===== src/rtl/tile_line_fetcher_pkg.sv =====
// tile_line_fetcher_pkg: tile geometry, map-entry fields and fetch state encoding
package tile_line_fetcher_pkg;
    localparam int TILE_W        = 16;
    localparam int WORDS_PER_ROW = 8;
    localparam int IDX_W         = 9;
    localparam int ROW_W         = 4;
    localparam int WORD_W        = 3;
    localparam int ADDR_W        = 23;
    localparam int MAP_IDX_LSB   = 0;
    localparam int MAP_IDX_MSB   = MAP_IDX_LSB + IDX_W - 1;

    typedef enum logic [2:0] {
        IDLE, MAP_REQ, MAP_WAIT, PIX_REQ, PIX_WAIT, WR_LO, WR_HI, DRAIN
    } state_e;
endpackage


===== src/rtl/tile_line_fetcher.sv =====
// tile_line_fetcher: walks the tile map and tile pixels in SDRAM to fill one scanline of palette indexes
module tile_line_fetcher
    import tile_line_fetcher_pkg::*;
#(
    parameter int H_PIXELS = 640,
    parameter int LB_AW    = 10
) (
    input  logic              MemClk,
    input  logic              Reset,
    input  logic [ADDR_W-1:0] BaseAddress,
    input  logic [15:0]       DeltaAddress,
    input  logic [ADDR_W-1:0] TileAddress,
    input  logic [3:0]        Xoffset,
    input  logic [3:0]        Yoffset,
    input  logic              LineStart,
    input  logic [9:0]        LineNum,
    output logic              Rd_Req,
    output logic [ADDR_W-1:0] Rd_Address,
    input  logic              Rd_Ack,
    input  logic              Rd_Valid,
    input  logic [15:0]       Rd_Data,
    output logic              LB_wren,
    output logic [LB_AW-1:0]  LB_wraddress,
    output logic [7:0]        LB_data,
    output logic              Busy,
    output logic              LineDone,
    output logic              Overrun
);
    localparam int TILES = H_PIXELS / TILE_W + 1;
    localparam int TX_W  = $clog2(TILES);
    localparam int P_W   = TX_W + $clog2(TILE_W) + 1;
    localparam logic [TX_W-1:0]   TX_LAST   = TX_W'(TILES - 1);
    localparam logic [WORD_W-1:0] WORD_LAST = WORD_W'(WORDS_PER_ROW - 1);

    state_e              state_q, state_d;
    logic [ADDR_W-1:0]   map_row_q, map_row_d;
    logic [15:0]         delta_q, delta_d;
    logic [ADDR_W-1:0]   tile_addr_q, tile_addr_d;
    logic [ROW_W-1:0]    row_q, row_d;
    logic [3:0]          xoff_q, xoff_d;
    logic [TX_W-1:0]     tx_q, tx_d;
    logic [WORD_W-1:0]   w_q, w_d;
    logic [IDX_W-1:0]    idx_q, idx_d;
    logic [15:0]         data_q, data_d;
    logic                overrun_q, overrun_d;
    logic                line_done_q, line_done_d;
    logic                rd_req_q, rd_req_d;
    logic [ADDR_W-1:0]   rd_addr_q, rd_addr_d;
    logic                lb_wren_q, lb_wren_d;
    logic [LB_AW-1:0]    lb_addr_q, lb_addr_d;
    logic [7:0]          lb_data_q, lb_data_d;
    logic                busy_q, busy_d;
    logic                in_flight;
    logic [P_W-1:0]      pix;
    logic                in_win;

    // a read is still owed to us if we are waiting on data or the request is being accepted right now
    assign in_flight = ((state_q == MAP_WAIT || state_q == PIX_WAIT || state_q == DRAIN) && !Rd_Valid)
                     || (rd_req_q && Rd_Ack);

    assign Rd_Req       = rd_req_q;
    assign Rd_Address   = rd_addr_q;
    assign LB_wren      = lb_wren_q;
    assign LB_wraddress = lb_addr_q;
    assign LB_data      = lb_data_q;
    assign Busy         = busy_q;
    assign LineDone     = line_done_q;
    assign Overrun      = overrun_q;

    // state register
    always_ff @(posedge MemClk) begin
        if (!Reset) state_q <= IDLE;
        else        state_q <= state_d;
    end

    // line geometry, fetch cursor and registered outputs
    always_ff @(posedge MemClk) begin
        if (!Reset) begin
            map_row_q   <= '0;
            delta_q     <= '0;
            tile_addr_q <= '0;
            row_q       <= '0;
            xoff_q      <= '0;
            tx_q        <= '0;
            w_q         <= '0;
            idx_q       <= '0;
            data_q      <= '0;
            overrun_q   <= 1'b0;
            line_done_q <= 1'b0;
            rd_req_q    <= 1'b0;
            rd_addr_q   <= '0;
            lb_wren_q   <= 1'b0;
            lb_addr_q   <= '0;
            lb_data_q   <= '0;
            busy_q      <= 1'b0;
        end else begin
            map_row_q   <= map_row_d;
            delta_q     <= delta_d;
            tile_addr_q <= tile_addr_d;
            row_q       <= row_d;
            xoff_q      <= xoff_d;
            tx_q        <= tx_d;
            w_q         <= w_d;
            idx_q       <= idx_d;
            data_q      <= data_d;
            overrun_q   <= overrun_d;
            line_done_q <= line_done_d;
            rd_req_q    <= rd_req_d;
            rd_addr_q   <= rd_addr_d;
            lb_wren_q   <= lb_wren_d;
            lb_addr_q   <= lb_addr_d;
            lb_data_q   <= lb_data_d;
            busy_q      <= busy_d;
        end
    end

    // next state: walk tiles and words; a LineStart restarts the walk, aborting any line in progress
    always_comb begin
        state_d     = state_q;
        map_row_d   = map_row_q;
        delta_d     = delta_q;
        tile_addr_d = tile_addr_q;
        row_d       = row_q;
        xoff_d      = xoff_q;
        tx_d        = tx_q;
        w_d         = w_q;
        idx_d       = idx_q;
        data_d      = data_q;
        overrun_d   = overrun_q;
        line_done_d = 1'b0;
        case (state_q)
            MAP_REQ:  if (Rd_Ack) state_d = MAP_WAIT;
            MAP_WAIT: if (Rd_Valid) begin
                idx_d   = Rd_Data[MAP_IDX_MSB:MAP_IDX_LSB];
                state_d = PIX_REQ;
            end
            PIX_REQ:  if (Rd_Ack) state_d = PIX_WAIT;
            PIX_WAIT: if (Rd_Valid) begin
                data_d  = Rd_Data;
                state_d = WR_LO;
            end
            WR_LO:    state_d = WR_HI;
            WR_HI: begin
                w_d = w_q + 1'b1;
                if (w_q != WORD_LAST) state_d = PIX_REQ;
                else if (tx_q != TX_LAST) begin
                    tx_d    = tx_q + 1'b1;
                    state_d = MAP_REQ;
                end else begin
                    state_d     = IDLE;
                    line_done_d = 1'b1;
                end
            end
            DRAIN:    if (Rd_Valid) state_d = MAP_REQ;
            default:  ;
        endcase
        if (LineStart) begin
            xoff_d = Xoffset;
            tx_d   = '0;
            w_d    = '0;
            if (LineNum == '0) begin
                map_row_d   = BaseAddress;
                delta_d     = DeltaAddress;
                tile_addr_d = TileAddress;
                row_d       = Yoffset;
            end else begin
                row_d     = row_q + 1'b1;
                map_row_d = (row_q == '1) ? map_row_q + ADDR_W'(delta_q) : map_row_q;
            end
            if (state_q == IDLE) state_d = MAP_REQ;
            else begin
                overrun_d   = 1'b1;
                line_done_d = 1'b0;
                state_d     = in_flight ? DRAIN : MAP_REQ;
            end
        end
    end

    // output flop inputs: read port follows the next state, line buffer follows the current write phase
    always_comb begin
        pix       = P_W'({tx_q, w_q, state_q == WR_HI});
        in_win    = pix >= P_W'(xoff_q) && pix < P_W'(xoff_q) + P_W'(H_PIXELS);
        rd_req_d  = state_d == MAP_REQ || state_d == PIX_REQ;
        rd_addr_d = state_d == MAP_REQ ? map_row_d + ADDR_W'(tx_d)
                  : state_d == PIX_REQ ? tile_addr_d | ADDR_W'({idx_d, row_d, w_d})
                  : rd_addr_q;
        lb_wren_d = (state_q == WR_LO || state_q == WR_HI) && !LineStart && in_win;
        lb_addr_d = lb_wren_d ? LB_AW'(pix - P_W'(xoff_q)) : lb_addr_q;
        lb_data_d = lb_wren_d ? (state_q == WR_HI ? data_q[15:8] : data_q[7:0]) : lb_data_q;
        busy_d    = state_d != IDLE || line_done_d;
    end
endmodule


===== config.mk =====
export PLATFORM = sky130hd
export DESIGN_NAME = tile_line_fetcher
export DESIGN_NICKNAME = d
export VERILOG_FILES = /design/src/rtl/tile_line_fetcher_pkg.sv /design/src/rtl/tile_line_fetcher.sv
export SDC_FILE = /design/constraint.sdc
export NUM_CORES = 1
export LEC_CHECK = 0
export CORE_MARGIN = 4
export CORE_UTILIZATION = 32
export DETAILED_ROUTE_END_ITERATION = 6
export GPL_ROUTABILITY_DRIVEN = 0
export GPL_TIMING_DRIVEN = 0
export MAX_ROUTING_LAYER = met4
export PLACE_DENSITY = 0.58
export RECOVER_POWER = 50
export REMOVE_ABC_BUFFERS = 1
export SLEW_MARGIN = 15
export SYNTH_ARGS = -nofsm -noshare
export SYNTH_HDL_FRONTEND = slang
export SYNTH_SLANG_ARGS = --single-unit
export TNS_END_PERCENT = 10

===== constraint.sdc =====
create_clock -name MemClk -period 8.4 [get_ports MemClk]
set_clock_uncertainty 0.1 [all_clocks]
set_input_delay 1.26 -clock MemClk [delete_from_list [all_inputs] [get_ports MemClk]]
set_output_delay 1.26 -clock MemClk [all_outputs]
set_load 0.01 [all_outputs]

## Yosys cells after proc, flatten, opt, wreduce, memory -nomap -nowiden

Index checks and enable logic that the tools add are counted.

| cells by class | value |
|---|---|
| add/subtract/negate cells | 7 |
| $mul | 0 |
| divide/modulo/power cells | 0 |
| magnitude comparators | 2 |
| equality and inequality tests | 12 |
| shift operators | 0 |
| multiplexer cells | 34 |
| bitwise gates (word level) | 2 |
| reductions and logical operators | 20 |

Operators by type and width:

| cell | count |
|---|---|
| two-way mux 23 bit | 7 |
| two-way mux 3 bit | 10 |
| two-way mux 6 bit | 4 |
| adder 23 x 16 -> 23 bit | 1 |
| adder 23 x 6 -> 23 bit | 1 |
| OR 23 x 16 -> 23 bit | 1 |
| case mux 3 bit (7 select lines) | 1 |
| two-way mux 9 bit | 2 |
| == test 3 bit (second input constant) | 4 |
| adder 4 x 10 -> 11 bit (second input constant) | 1 |
| < comparator 10 x 11 -> 1 bit | 1 |
| >= comparator 10 x 4 -> 1 bit | 1 |
| zero test 10 bit | 1 |
| subtractor 10 x 4 -> 10 bit | 1 |
| == test 3 x 2 -> 1 bit (second input constant) | 3 |
| two-way mux 4 bit | 2 |
| two-way mux 8 bit | 1 |
| adder 6 x 1 -> 6 bit (second input constant) | 1 |
| == test 3 x 1 -> 1 bit (second input constant) | 2 |
| logical OR 1 bit | 6 |
| two-way mux 1 bit | 6 |
| inequality test 6 bit (second input constant) | 1 |
| AND reduction 2 bit | 3 |
| logical AND 1 bit | 5 |
| 10 further kinds | 11 |

| word-level totals | value |
|---|---|
| register bits | 153 |
| latch bits | 0 |
| RAM bits | 0 |
| memory bits (read-only) | 0 |
| input bits | 101 |
| output and inout bits | 46 |
| word-level logic and storage cells | 95 |
| memories | 0 |

## Longest topological paths before layout

| logic depth | value |
|---|---|
| depth in word-level cells | 11 |
| mapped depth | 18 |
| depth with buffers taken out | 18 |

## Worst setup path before layout

OpenSTA, ideal clock, no wires.

| timing path | value |
|---|---|
| path type | input to register |
| start | input port LineNum[1] |
| end | register rd_addr_q[19], in the netlist Rd_Address[19] |
| library setup time | 0.083 ns |
| data arrival time | 4.577 ns |
| required time | 8.217 ns |
| setup slack | 3.641 ns |
| stages | 18 |
| buffers on the path | 2 |
| cells stage by stage | nor4_4 nand3_1 clkbuf_1 clkbuf_1 o22ai_1 nand2_1 o21ai_0 inv_1 ha_1 a21oi_1 o21ai_0 or3_1 a21oi_1 a2111oi_4 and2b_1 and3_1 a211o_1 o221ai_1 |

| between the ends | value |
|---|---|
| elaborated cells on any way between the ends | 9 |
| those cells by class | 1 x add/sub; 6 x mux; 1 x bitwise; 1 x reduce/logical |

RTL lines:

| element | line | text |
|---|---|---|
| from (decl) | tile_line_fetcher.sv:16 | `input logic [9:0] LineNum,` |
| zero test 10 bit | tile_line_fetcher.sv:161 | `if (LineNum == '0) begin` |
| two-way mux 23 bit | tile_line_fetcher.sv:161 |  |
| two-way mux 23 bit | tile_line_fetcher.sv:157 | `if (LineStart) begin` |
| via map_row_d[1] | tile_line_fetcher.sv:36 | `logic [ADDR_W-1:0] map_row_q, map_row_d;` |
| adder 23 x 6 -> 23 bit | tile_line_fetcher.sv:184 | `rd_addr_d = state_d == MAP_REQ ? map_row_d + ADDR_W'(tx_d)` |
| two-way mux 23 bit | tile_line_fetcher.sv:184 |  |
| to (signal assigned) | tile_line_fetcher.sv:109 | `rd_addr_q <= rd_addr_d;` |
| to (decl) | tile_line_fetcher.sv:48 | `logic [ADDR_W-1:0] rd_addr_q, rd_addr_d;` |

The timed path passes the listed nets, and every way through them passes these cells. The select of a mux whose other input is x is not followed.
A chain may end at the register's enable or synchronous reset.

==> metrics.txt <==
# TYPE chip_impl_metric gauge
chip_impl_metric{name="yosysUniqueCellTypes",unit=""} 84
chip_impl_metric{name="ys_ff_latch",unit=""} 153
chip_impl_info{name="worst_path_max_delay_cell",value="sky130_fd_sc_hd__clkinvlp_2"} 1
chip_impl_metric{name="leakage",unit="nW"} 3.97
chip_impl_metric{name="postRouteWirelength",unit="µm"} 24500
chip_impl_metric{name="worst_tran_pin_value",unit="ns"} 1.97
chip_impl_metric{name="cts_inserted_buffers",unit=""} 17
chip_impl_info{name="end_kind",value="register"} 1
chip_impl_metric{name="htreeDepth",unit=""} 4
chip_impl_metric{name="boundaryPins",unit=""} 147
chip_impl_metric{name="die_x",unit="µm"} 170
chip_impl_metric{name="clkSlewWorstSetupHoldPaths",unit="ns"} 0.06
chip_impl_metric{name="cts_setup_buffers",unit=""} 0
chip_impl_metric{name="finalSetupViolations",unit=""} 0
chip_impl_metric{name="drt-wirelength-per-cell",unit="µm"} 16.6
chip_impl_metric{name="crit_arrival",unit="ns"} 6.75
chip_impl_metric{name="number_of_enable_flip_flop_cells_after_synthesis",unit=""} 0
chip_impl_metric{name="yosys_warnings",unit=""} 0
chip_impl_info{name="netlist.top_cell.by_area",value="sky130_fd_sc_hd__dfxtp_1"} 1
chip_impl_metric{name="synthesis.area_per_instance",unit="µm²"} 8.30
chip_impl_metric{name="cts.sink_count",unit=""} 153
chip_impl_metric{name="power_density",unit="nW/µm²"} 160
chip_impl_info{name="critPathKind",value="input pin to register"} 1
chip_impl_metric{name="synth-seq-area-share",unit="%"} 36.4
chip_impl_metric{name="cp_num_buf_inv",unit=""} 3
chip_impl_metric{name="layout.nets",unit=""} 1257
chip_impl_info{name="most_repeated_cell_in_the_gate_level_netlist_after_synthesis",value="sky130_fd_sc_hd__dfxtp_1"} 1
chip_impl_info{name="tritoncts_clock_tree",value="done"} 1
chip_impl_metric{name="initial_utilization",unit="%"} 32.4
chip_impl_info{name="rsz_0062_raised_after_global_routing",value="false"} 1
chip_impl_metric{name="layout_worst_path_cycle_share",unit="%"} 78.0
chip_impl_metric{name="fmaxAchievable",unit="MHz"} 153
chip_impl_metric{name="first_global_vias",unit=""} 7434
chip_impl_metric{name="vdd.ir_drop.worst",unit="mV"} 0.122
chip_impl_info{name="violations",value="capacitance limit, slew limit"} 1
chip_impl_metric{name="mean_number_of_vias_per_cell",unit=""} 5.25
chip_impl_metric{name="timing.slew.headroom",unit="%"} -31.1
chip_impl_metric{name="slew_viol_final",unit=""} 139
chip_impl_info{name="worstHoldPathType",value="register to register"} 1
chip_impl_metric{name="total_routing_usage_reported_by_global_routing",unit="%"} 17.3
chip_impl_metric{name="dr.first_iter.drc_count",unit=""} 470
chip_impl_metric{name="cts.path.max_buffers",unit=""} 2
chip_impl_metric{name="detail_route.first_pass.iterations",unit=""} 5
chip_impl_metric{name="holdBufCountCts",unit=""} 0
chip_impl_metric{name="cp_slowest_stage_delay",unit="ns"} 1.78
chip_impl_metric{name="std_cell_rows",unit=""} 59
chip_impl_metric{name="antenna_violation_net_count_after_detailed_routing",unit=""} 0
chip_impl_metric{name="vias",unit=""} 7711
chip_impl_info{name="synthFlopType",value="sky130_fd_sc_hd__dfxtp_1"} 1
chip_impl_metric{name="detailed_place_hpwl",unit="µm"} 17900
chip_impl_metric{name="detail_route.drc_violations",unit=""} 0
chip_impl_metric{name="post_synth_instance_area",unit="µm²"} 8420
chip_impl_metric{name="clock_latency_reported_for_the_late_side_of_the_worst_skew_pair",unit="ns"} 0.42
chip_impl_metric{name="timing_hold_violations_final",unit=""} 0
chip_impl_metric{name="r2r_slack",unit="ns"} 3.55
chip_impl_metric{name="die_area",unit="µm²"} 29000
chip_impl_metric{name="cts.repair.resized",unit=""} 0
chip_impl_metric{name="layout_min_cycle_time",unit="ns"} 6.56
chip_impl_info{name="ys_top_cells_by_count",value="sky130_fd_sc_hd__dfxtp_1 (153), sky130_fd_sc_hd__nand2_1 (118), sky130_fd_sc_hd__nor2_1 (117)"} 1
chip_impl_metric{name="fin_tns_setup",unit="ns"} 0
chip_impl_metric{name="core-area",unit="µm²"} 26000
chip_impl_info{name="setup.worst_path.start_class",value="input pin"} 1
chip_impl_metric{name="maximum_number_of_pins_on_one_net_before_global_route_repair",unit=""} 89
chip_impl_info{name="cts.root.buffer_cell",value="sky130_fd_sc_hd__clkbuf_16"} 1
chip_impl_metric{name="fin_util",unit="%"} 41.2
chip_impl_metric{name="numPortBuffers",unit=""} 146
chip_impl_metric{name="cp.required",unit="ns"} 8.60
chip_impl_info{name="path_cells",value="clkbuf_1 -> clkinvlp_2 -> clkbuf_2 -> or3_1 -> o311ai_0"} 1
chip_impl_metric{name="synthArstFlopShare",unit="%"} 0
chip_impl_metric{name="post_route_cells_drive_above_1_share",unit="%"} 6.35
chip_impl_info{name="critical_path.top_delay_family",value="buffers and inverters"} 1
chip_impl_metric{name="yosys.area.top_type_share",unit="%"} 36.4
chip_impl_metric{name="antenna_found_initial",unit=""} 1
chip_impl_metric{name="maxCapViolCount",unit=""} 3
chip_impl_metric{name="die_span_y",unit="µm"} 170
chip_impl_metric{name="syn_inst",unit=""} 1015
chip_impl_metric{name="area.growth.synth_to_final",unit="%"} 27.1
chip_impl_metric{name="maximum_fanout_along_the_worst_path",unit=""} 88
chip_impl_metric{name="grt_first_pass_wirelength",unit="µm"} 39100
chip_impl_metric{name="grt_overflow_total",unit=""} 0
chip_impl_info{name="run_status",value="complete, but fails checks"} 1
chip_impl_info{name="ys_top_cells_by_area",value="sky130_fd_sc_hd__dfxtp_1 (36%), sky130_fd_sc_hd__mux2i_1 (6.3%), sky130_fd_sc_hd__a21oi_1 (5.4%)"} 1
## worst min-delay path, delay by kind of cell (launching register included)
kind | cells | cell delay [ns]
buf+inv | 1 | 0.05
flops | 1 | 0.31
compound gates | 1 | 0.05
## state kept, by name (all words and copies together), names as in the netlist
| name | cells |
|---|---|
| Busy | 1 |
| state_q | 3 |
| Rd_Req | 1 |
| LB_wraddress | 10 |
| tile_addr_q | 23 |
| delta_q | 16 |
| xoff_q | 4 |
| data_q | 16 |
| row_q | 4 |
| idx_q | 9 |
| tx_q | 6 |
| LB_wren | 1 |
| Rd_Address | 23 |
| Overrun | 1 |
| LineDone | 1 |
| w_q | 3 |
| LB_data | 8 |
| map_row_q | 23 |
## cells in the final DEF, fill, tap and decap left out, drive strengths merged, types with 11 or more instances in the layout
master / count
o21ai: 40
a21oi: 91
xor2: 14
a31oi: 11
o22ai: 13
nand2: 119
clkbuf: 20
nand4: 20
clkdlybuf4s50: 98
and2: 22
o211ai: 12
xnor2: 23
inv: 21
nand3: 26
ha: 31
dfxtp: 153
and3: 11
nor2: 118
a211oi: 30
nor3: 16
dlygate4sd3: 46
mux2i: 53
## layer usage
layer | vias to the layer above | track usage [%] | routed length, µm
met4 | 0 | 5.45 | 456
met1 | 3594 | 22.8 | 11400
met2 | 207 | 27.2 | 11300
met5 | - | - | 0
li1 | 3884 | - | -
met3 | 26 | 3.02 | 1270
## cells by family (layout without fill, tap and decap cells)
| family | after synthesis | in the layout | share of synthesized area (%) |
|---|---|---|---|
| and+or+nand+nor | 381 | 381 | 21.9 |
| AOI/OAI and AO/OA | 268 | 268 | 21.3 |
| DFF | 153 | 153 | 36.4 |
| buffers and inverters | 87 | 205 | 4.69 |
| muxes | 55 | 55 | 6.61 |
| xor gates and xnor gates | 37 | 37 | 3.85 |
| adders and majority gates | 34 | 34 | 5.32 |
| other | 0 | 1 | 0 |
## final cells by class
| type | instances | area [µm²] |
|---|---|---|
| Clock buffer | 18 | 429 |
| Multi-Input combinational cell | 775 | 4990 |
| Antenna cell | 1 | 2.50 |
| Clock inverter | 12 | 153 |
| Inverter | 21 | 80.1 |
| Timing Repair Buffer | 154 | 1570 |
| Sequential cell | 153 | 3060 |
| Tap cell | 335 | 419 |
| Fill cell | 2653 | 15300 |
## worst paths after layout
path / cells past startpoint / startpoint / endpoint
worst min register to register: 2 / Overrun$_SDFFE_PN0P_ / Overrun$_SDFFE_PN0P_
worst min-delay path: 2 / Overrun$_SDFFE_PN0P_ / Overrun$_SDFFE_PN0P_
worst max register to register: 10 / state_q[2]$_SDFF_PN0_ / Rd_Address[21]$_SDFFE_PN0P_
worst max-delay path: 5 / Reset / Rd_Address[18]$_SDFFE_PN0P_
## metrics by stage
stage,worst slack (ns),cell area (µm²),instances,hold slack [ns],power (mW)
after CTS,2.39,10700,1468,0.350,1.74
after floorplan,2.84,8110,949,0.329,0.842
after detailed placement,1.98,10200,1438,0.339,0.958
after global routing,1.31,10700,1469,0.375,1.78
after global placement,-1.56,9990,1430,0.340,0.950
final,1.84,10700,1469,0.343,1.71
## report_power, final
part | internal [mW] | total [mW] | switching (mW)
logic | 0.0920 | 0.180 | 0.0878
registers | 0.742 | 0.753 | 0.0116
clock network | 0.464 | 0.778 | 0.314
Note: power is estimated with default switching activity, not from simulation.
